**src/rtl/scr1_tapc_pkg.sv**
```systemverilog
// Shared TAP controller definitions: DMI op/status encodings, chain ids, sequencer FSM states
// and DTMCS field positions.
package scr1_tapc_pkg;

  localparam logic [1:0] SCR1_DMI_OP_NOP = 2'd0;
  localparam logic [1:0] SCR1_DMI_OP_RD  = 2'd1;
  localparam logic [1:0] SCR1_DMI_OP_WR  = 2'd2;
  localparam logic [1:0] SCR1_DMI_OP_RSV = 2'd3;

  localparam logic [1:0] SCR1_DMI_STAT_SUCCESS = 2'd0;
  localparam logic [1:0] SCR1_DMI_STAT_FAILED  = 2'd2;
  localparam logic [1:0] SCR1_DMI_STAT_BUSY    = 2'd3;

  typedef enum logic [1:0] {
    SCR1_CH_DTMCS      = 2'd0,
    SCR1_CH_DMI_ACCESS = 2'd1
  } type_scr1_ch_id_e;

  typedef enum logic {
    SCR1_DMI_FSM_IDLE = 1'b0,
    SCR1_DMI_FSM_REQ  = 1'b1
  } type_scr1_dmi_ctrl_fsm_e;

  localparam int unsigned SCR1_DTMCS_DMIRESET_BIT     = 16;
  localparam int unsigned SCR1_DTMCS_DMIHARDRESET_BIT = 17;
  localparam int unsigned SCR1_DTMCS_VERSION          = 1;

  // Busy takes precedence over a recorded failure.
  function automatic logic [1:0] scr1_dmi_status(input logic busy, input logic err);
    if (busy) begin
      return SCR1_DMI_STAT_BUSY;
    end else if (err) begin
      return SCR1_DMI_STAT_FAILED;
    end
    return SCR1_DMI_STAT_SUCCESS;
  endfunction

endpackage

```
**src/rtl/scr1_dmi_timeout_cnt.sv**
```systemverilog
// Saturating DMI response timeout counter; expired fires in the enabled cycle that would make
// the count reach TIMEOUT. TIMEOUT=0 never expires.
module scr1_dmi_timeout_cnt #(
  parameter int unsigned TIMEOUT = 255
) (
  input  logic clk,
  input  logic trst_n,
  input  logic clear,
  input  logic enable,
  output logic expired
);

  localparam int unsigned CW = (TIMEOUT > 0) ? $clog2(TIMEOUT + 1) : 1;
  localparam logic [CW-1:0] CntMax  = '1;
  localparam logic [CW-1:0] LastVal = CW'((TIMEOUT > 0) ? (TIMEOUT - 1) : 0);

  logic [CW-1:0] cnt_q, cnt_d;

  always_comb begin
    cnt_d = cnt_q;
    if (clear) begin
      cnt_d = '0;
    end else if (enable && (cnt_q != CntMax)) begin
      cnt_d = cnt_q + CW'(1);
    end
  end

  always_ff @(posedge clk or negedge trst_n) begin
    if (!trst_n) begin
      cnt_q <= '0;
    end else begin
      cnt_q <= cnt_d;
    end
  end

  assign expired = (TIMEOUT != 0) && enable && !clear && (cnt_q == LastVal);

endmodule

```
**src/rtl/scr1_dmi_chain_ctrl.sv**
```systemverilog
// SysCLK-domain DTMCS/DMI scan-chain sequencer: turns synchronized TAP strobes into single DMI
// transactions towards the Debug Module and keeps sticky busy/error status.
module scr1_dmi_chain_ctrl
  import scr1_tapc_pkg::*;
#(
  parameter int unsigned DMI_ABITS   = 7,
  parameter int unsigned DMI_TIMEOUT = 255,
  parameter int unsigned DTM_IDLE    = 1
) (
  input  logic                 clk,
  input  logic                 trst_n,
  input  logic                 ch_sel,
  input  logic [1:0]           ch_id,
  input  logic                 ch_capture,
  input  logic                 ch_shift,
  input  logic                 ch_update,
  input  logic                 ch_tdi,
  output logic                 ch_tdo,
  output logic                 dmi_req,
  output logic                 dmi_wr,
  output logic [DMI_ABITS-1:0] dmi_addr,
  output logic [31:0]          dmi_wdata,
  input  logic                 dmi_resp,
  input  logic [31:0]          dmi_rdata
);

  localparam int unsigned W = DMI_ABITS + 34;

  type_scr1_dmi_ctrl_fsm_e fsm_q, fsm_d;

  logic [W-1:0]         shreg_q, shreg_d;
  logic                 sticky_busy_q, sticky_busy_d;
  logic                 sticky_err_q, sticky_err_d;
  logic                 dmi_wr_q, dmi_wr_d;
  logic [DMI_ABITS-1:0] dmi_addr_q, dmi_addr_d;
  logic [31:0]          dmi_wdata_q, dmi_wdata_d;
  logic [DMI_ABITS-1:0] last_addr_q, last_addr_d;
  logic [31:0]          last_rdata_q, last_rdata_d;

  logic                 cap, sft, upd, is_dtmcs, is_dmi;
  logic                 upd_dtmcs, upd_dmi, abort, dmi_reset;
  logic                 in_idle, in_req, op_valid, req_start, resp_take, timeout_hit;
  logic                 cnt_expired;
  logic [1:0]           upd_op;
  logic [31:0]          upd_data;
  logic [DMI_ABITS-1:0] upd_addr;

  assign cap      = ch_sel & ch_capture;
  assign sft      = ch_sel & ch_shift;
  assign upd      = ch_sel & ch_update;
  assign is_dtmcs = (ch_id == SCR1_CH_DTMCS);
  assign is_dmi   = (ch_id == SCR1_CH_DMI_ACCESS);

  assign upd_dtmcs = upd & is_dtmcs;
  assign upd_dmi   = upd & is_dmi;
  assign abort     = upd_dtmcs & shreg_q[SCR1_DTMCS_DMIHARDRESET_BIT];
  assign dmi_reset = upd_dtmcs & (shreg_q[SCR1_DTMCS_DMIRESET_BIT] |
                                  shreg_q[SCR1_DTMCS_DMIHARDRESET_BIT]);

  assign upd_op   = shreg_q[1:0];
  assign upd_data = shreg_q[33:2];
  assign upd_addr = shreg_q[W-1:34];

  always_comb begin
    op_valid = 1'b0;
    case (upd_op)
      SCR1_DMI_OP_RD, SCR1_DMI_OP_WR:   op_valid = 1'b1;
      SCR1_DMI_OP_NOP, SCR1_DMI_OP_RSV: op_valid = 1'b0;
      default:                          op_valid = 1'b0;
    endcase
  end

  assign in_idle     = (fsm_q == SCR1_DMI_FSM_IDLE);
  assign req_start   = upd_dmi & ~sticky_busy_q & ~sticky_err_q & in_idle & op_valid;
  // An abort in the same cycle pre-empts both completion and timeout.
  assign in_req      = (fsm_q == SCR1_DMI_FSM_REQ) & ~abort;
  assign resp_take   = in_req & dmi_resp;
  assign timeout_hit = in_req & ~dmi_resp & cnt_expired;

  scr1_dmi_timeout_cnt #(
    .TIMEOUT(DMI_TIMEOUT)
  ) i_timeout_cnt (
    .clk    (clk),
    .trst_n (trst_n),
    .clear  (req_start | abort),
    .enable (fsm_q == SCR1_DMI_FSM_REQ),
    .expired(cnt_expired)
  );

  // FSM state register
  always_ff @(posedge clk or negedge trst_n) begin
    if (!trst_n) begin
      fsm_q <= SCR1_DMI_FSM_IDLE;
    end else begin
      fsm_q <= fsm_d;
    end
  end

  // FSM next state
  always_comb begin
    fsm_d = fsm_q;
    case (fsm_q)
      SCR1_DMI_FSM_IDLE: if (req_start) fsm_d = SCR1_DMI_FSM_REQ;
      SCR1_DMI_FSM_REQ:  if (abort || dmi_resp || cnt_expired) fsm_d = SCR1_DMI_FSM_IDLE;
      default:           fsm_d = SCR1_DMI_FSM_IDLE;
    endcase
  end

  // Datapath and sticky status next state
  always_comb begin
    shreg_d       = shreg_q;
    sticky_busy_d = sticky_busy_q;
    sticky_err_d  = sticky_err_q;
    dmi_wr_d      = dmi_wr_q;
    dmi_addr_d    = dmi_addr_q;
    dmi_wdata_d   = dmi_wdata_q;
    last_addr_d   = last_addr_q;
    last_rdata_d  = last_rdata_q;

    if (cap) begin
      if (is_dtmcs) begin
        shreg_d[31:0] = {14'd0, 2'b00, 1'b0, 3'(DTM_IDLE),
                         scr1_dmi_status(sticky_busy_q, sticky_err_q),
                         6'(DMI_ABITS), 4'(SCR1_DTMCS_VERSION)};
      end else if (is_dmi) begin
        shreg_d = {last_addr_q, last_rdata_q,
                   scr1_dmi_status(~in_idle | sticky_busy_q, sticky_err_q)};
        if (!in_idle) sticky_busy_d = 1'b1;
      end else begin
        shreg_d = '0;
      end
    end else if (sft) begin
      shreg_d = {ch_tdi, shreg_q[W-1:1]};
    end

    if (dmi_reset) begin
      sticky_busy_d = 1'b0;
      sticky_err_d  = 1'b0;
    end

    if (upd_dmi && !sticky_busy_q && !sticky_err_q && !in_idle) sticky_busy_d = 1'b1;

    if (req_start) begin
      dmi_wr_d    = (upd_op == SCR1_DMI_OP_WR);
      dmi_addr_d  = upd_addr;
      dmi_wdata_d = upd_data;
      last_addr_d = upd_addr;
    end

    if (resp_take && !dmi_wr_q) last_rdata_d = dmi_rdata;
    if (timeout_hit) sticky_err_d = 1'b1;
  end

  always_ff @(posedge clk or negedge trst_n) begin
    if (!trst_n) begin
      shreg_q       <= '0;
      sticky_busy_q <= 1'b0;
      sticky_err_q  <= 1'b0;
      dmi_wr_q      <= 1'b0;
      dmi_addr_q    <= '0;
      dmi_wdata_q   <= '0;
      last_addr_q   <= '0;
      last_rdata_q  <= '0;
    end else begin
      shreg_q       <= shreg_d;
      sticky_busy_q <= sticky_busy_d;
      sticky_err_q  <= sticky_err_d;
      dmi_wr_q      <= dmi_wr_d;
      dmi_addr_q    <= dmi_addr_d;
      dmi_wdata_q   <= dmi_wdata_d;
      last_addr_q   <= last_addr_d;
      last_rdata_q  <= last_rdata_d;
    end
  end

  // Outputs
  always_comb begin
    dmi_req   = (fsm_q == SCR1_DMI_FSM_REQ);
    dmi_wr    = dmi_wr_q;
    dmi_addr  = dmi_addr_q;
    dmi_wdata = dmi_wdata_q;
    ch_tdo    = shreg_q[0];
  end

endmodule

```
**config.mk**
```make
export PLATFORM = sky130hd
export DESIGN_NAME = scr1_dmi_chain_ctrl
export DESIGN_NICKNAME = d
export VERILOG_FILES = /design/src/rtl/scr1_tapc_pkg.sv /design/src/rtl/scr1_dmi_timeout_cnt.sv /design/src/rtl/scr1_dmi_chain_ctrl.sv
export SDC_FILE = /design/constraint.sdc
export NUM_CORES = 1
export LEC_CHECK = 0
export CORE_ASPECT_RATIO = 0.7
export CORE_MARGIN = 5
export CORE_UTILIZATION = 30
export CTS_BUF_LIST = sky130_fd_sc_hd__clkbuf_16
export DETAILED_ROUTE_END_ITERATION = 8
export SYNTH_ARGS = -nofsm -noshare
export SYNTH_HDL_FRONTEND = slang
export SYNTH_HIERARCHICAL = 1
export SYNTH_SLANG_ARGS = --single-unit
```
**constraint.sdc**
```tcl
create_clock -name clk -period 2.6 [get_ports clk]
set_input_delay 0.52 -clock clk [delete_from_list [all_inputs] [get_ports clk]]
set_output_delay 0.52 -clock clk [all_outputs]
set_load 0.02 [all_outputs]
```
==> reports/metrics.yaml <==
status: "completed"
max_freq_mhz: 437
antenna_found_initial: 0
finalSetupViolations: 0
hold_viol: 0
first_iter_violations: 225
timing.final.ws_setup_ns: 0.312
wl_um: 13000
netlist_top_cells_count: "dfrtp_1, nand2_1, mux2_2, mux2_4, a22oi_1"
rows: 41
grt_pass1_wl_um: 21100
final.setup.tns_ns: 0
path_class: "reg -> out"
postRouteAntennaNets: 0
dr_total_vias: 3670
design_area_sq_um: 7230
synth_top_area_share_pct: 56.6
clk_pin_slew_ns: 0.06
avgSynthCellArea_sq_um: 13.1
post-place-ws_ns: 0.159
clock_skew_ns: 0.0113
rsz0062_at_grt: "no"
synthesis.area_sq_um: 5480
fp.dieW_um: 172
routed_via_density: 4.80
wl_per_cell_um: 17.0
grt-ovfl-total: 0
yosysWarningCount: 6
worst_slew_pin_slew_ns: 0.574
maxSlewHeadroom_pct: 61.8
yosysUniqueCellTypes: 45
dpl_cell_area_sq_um: 6600
synth_most_common_cell: "dfrtp_1"
ios: 84
cts_buffers: 17
gp_congestion: 0.764
layout_min_cycle_time_ns: 2.29
hpwl_um: 9010
cts_resized: 0
timing.critical_path.from_type: "flop"
critPathTopFamily: "buffers and inverters"
cp_num_buf_inv: 1
grt_pass1_vias: 3812
htreeDepth: 4
port_buffers: 83
cts_buffer_depth: 2
rrSetupSlack_ns: 0.51
cp_slowest_stage_delay_ns: 0.71
p_total_mw: 6.63
synth_enable_flop_cells: 0
cts_tree: "yes"
critPathArrivalTime_ns: 1.77
cpMaxStageDelayCell: "clkdlybuf4s50_1"
p_leak_nw: 3.39
root_buffer: "clkbuf_16"
drc_errors: 0
core_sq_um: 18000
initial_utilization_pct: 30.5
dieHeight_um: 123
drive_gt1_share_pct: 26.5
drt_pass1_iterations: 4
seq_area_frac_synth_pct: 56.6
crit_chain: "clkdlybuf4s50_1"
synth_ff_type: "dfrtp_1"
track_usage_pct: 13.0
drv_slew: 0
crit_path_end_kind: "output pin"
power_density_nw_per_um2: 917
hold_class: "in -> async"
netlist.top_cell.by_area: "dfrtp_1"
worstPathRequired_ns: 2.08
synth_fp_nets: 465
clock_latency_ns: 0.41
cts_setup_buffers: 0
grt_max_degree: 53
post-route-period-util_pct: 88.0
clkSinkCount: 124
path_max_fanout: 16
synthTopCellsByArea: "dfrtp_1, mux2_4, mux2_2"
postCtsHoldBufs: 0
async_flop_share_pct: 100
synthCells: 420
max_cap_viol_count: 0
dieArea_sq_um: 21100
synth-seq-cells: 124
fin_util_pct: 40.2
areaGrowthSynthToFinish_pct: 31.9
vdd_ir_drop_max_mv: 0.434
nNetsFinal: 560
==> logic make-up after synthesis <==
kind of cell             share of synthesized area [%]
AND/OR/NAND/NOR                                   9.15
adder cells (fa/ha/maj)                          0.685
AO/OA/AOI/OAI                                     9.99
multiplexers                                      19.9
buffers and inverters                             3.67
flip-flops                                        56.6
==> final cells by class <==
class,count,area (sq um)
repair buffers,99,986
inverters,10,37.5
multi-input cells,263,2180
diodes,1,2.50
fillers,1700,10800
clock inverters,15,204
flip-flops and latches,124,3100
clock buffers,17,425
well taps,236,295
==> routing by layer <==
metal	GRT usage [%]	part of all wire (%)	routed length, um
met3	3.32	5.1	659
met2	19.3	45	5860
met5	0	0	0
met1	18.5	49	6360
met4	4.21	0.78	101
==> flip-flops by register name, summed over array words and instances, names as in the netlist <==
name / flops
shreg_q: 41
dmi_wdata: 32
last_rdata_q: 32
i_timeout_cnt/cnt_q: 8
last_addr_q: 7
dmi_req: 1
dmi_wr: 1
sticky_busy_q: 1
sticky_err_q: 1
==> report_power, final <==
part           leakage, nW  total [mW]  internal, mW  switching, mW
combinational         1.44        1.28         0.752          0.530
clock                0.319        2.54          1.69          0.858
sequential            1.63        2.81          2.42          0.388
==> per-stage QoR <==
step,hold WS [ns],cells
finish,0.0854,765
global route,0.116,764
CTS,0.0890,764
detailed placement,0.453,732
global placement,0.447,732
floorplan,0.224,420
==> path summary, 6_finish.rpt <==
| check | start | to | cells after the start |
|---|---|---|---|
| worst max register to register | shreg_q[0] | dmi_req | 9 |
| max in group asynchronous | trst_n | last_rdata_q[24] | 2 |
| worst max-delay path | dmi_req | dmi_req | 1 |
| min in group clk | last_rdata_q[0] | shreg_q[2] | 2 |
| worst min register to register | last_rdata_q[0] | shreg_q[2] | 2 |
| worst min-delay path | trst_n | last_rdata_q[9] | 1 |
==> cells in the final DEF, fill, tap and decap left out, types with 6 or more instances in the layout <==
master,n
dfrtp_1,124
a211oi_1,6
nor2_1,13
buf_4,14
nand2_1,62
inv_1,12
clkbuf_16,17
clkinv_2,6
clkdlybuf4s50_1,82
a31oi_1,6
a22oi_1,26
a22o_1,10
mux2_2,45
mux2_4,39
(Power assumes the default switching activity.)
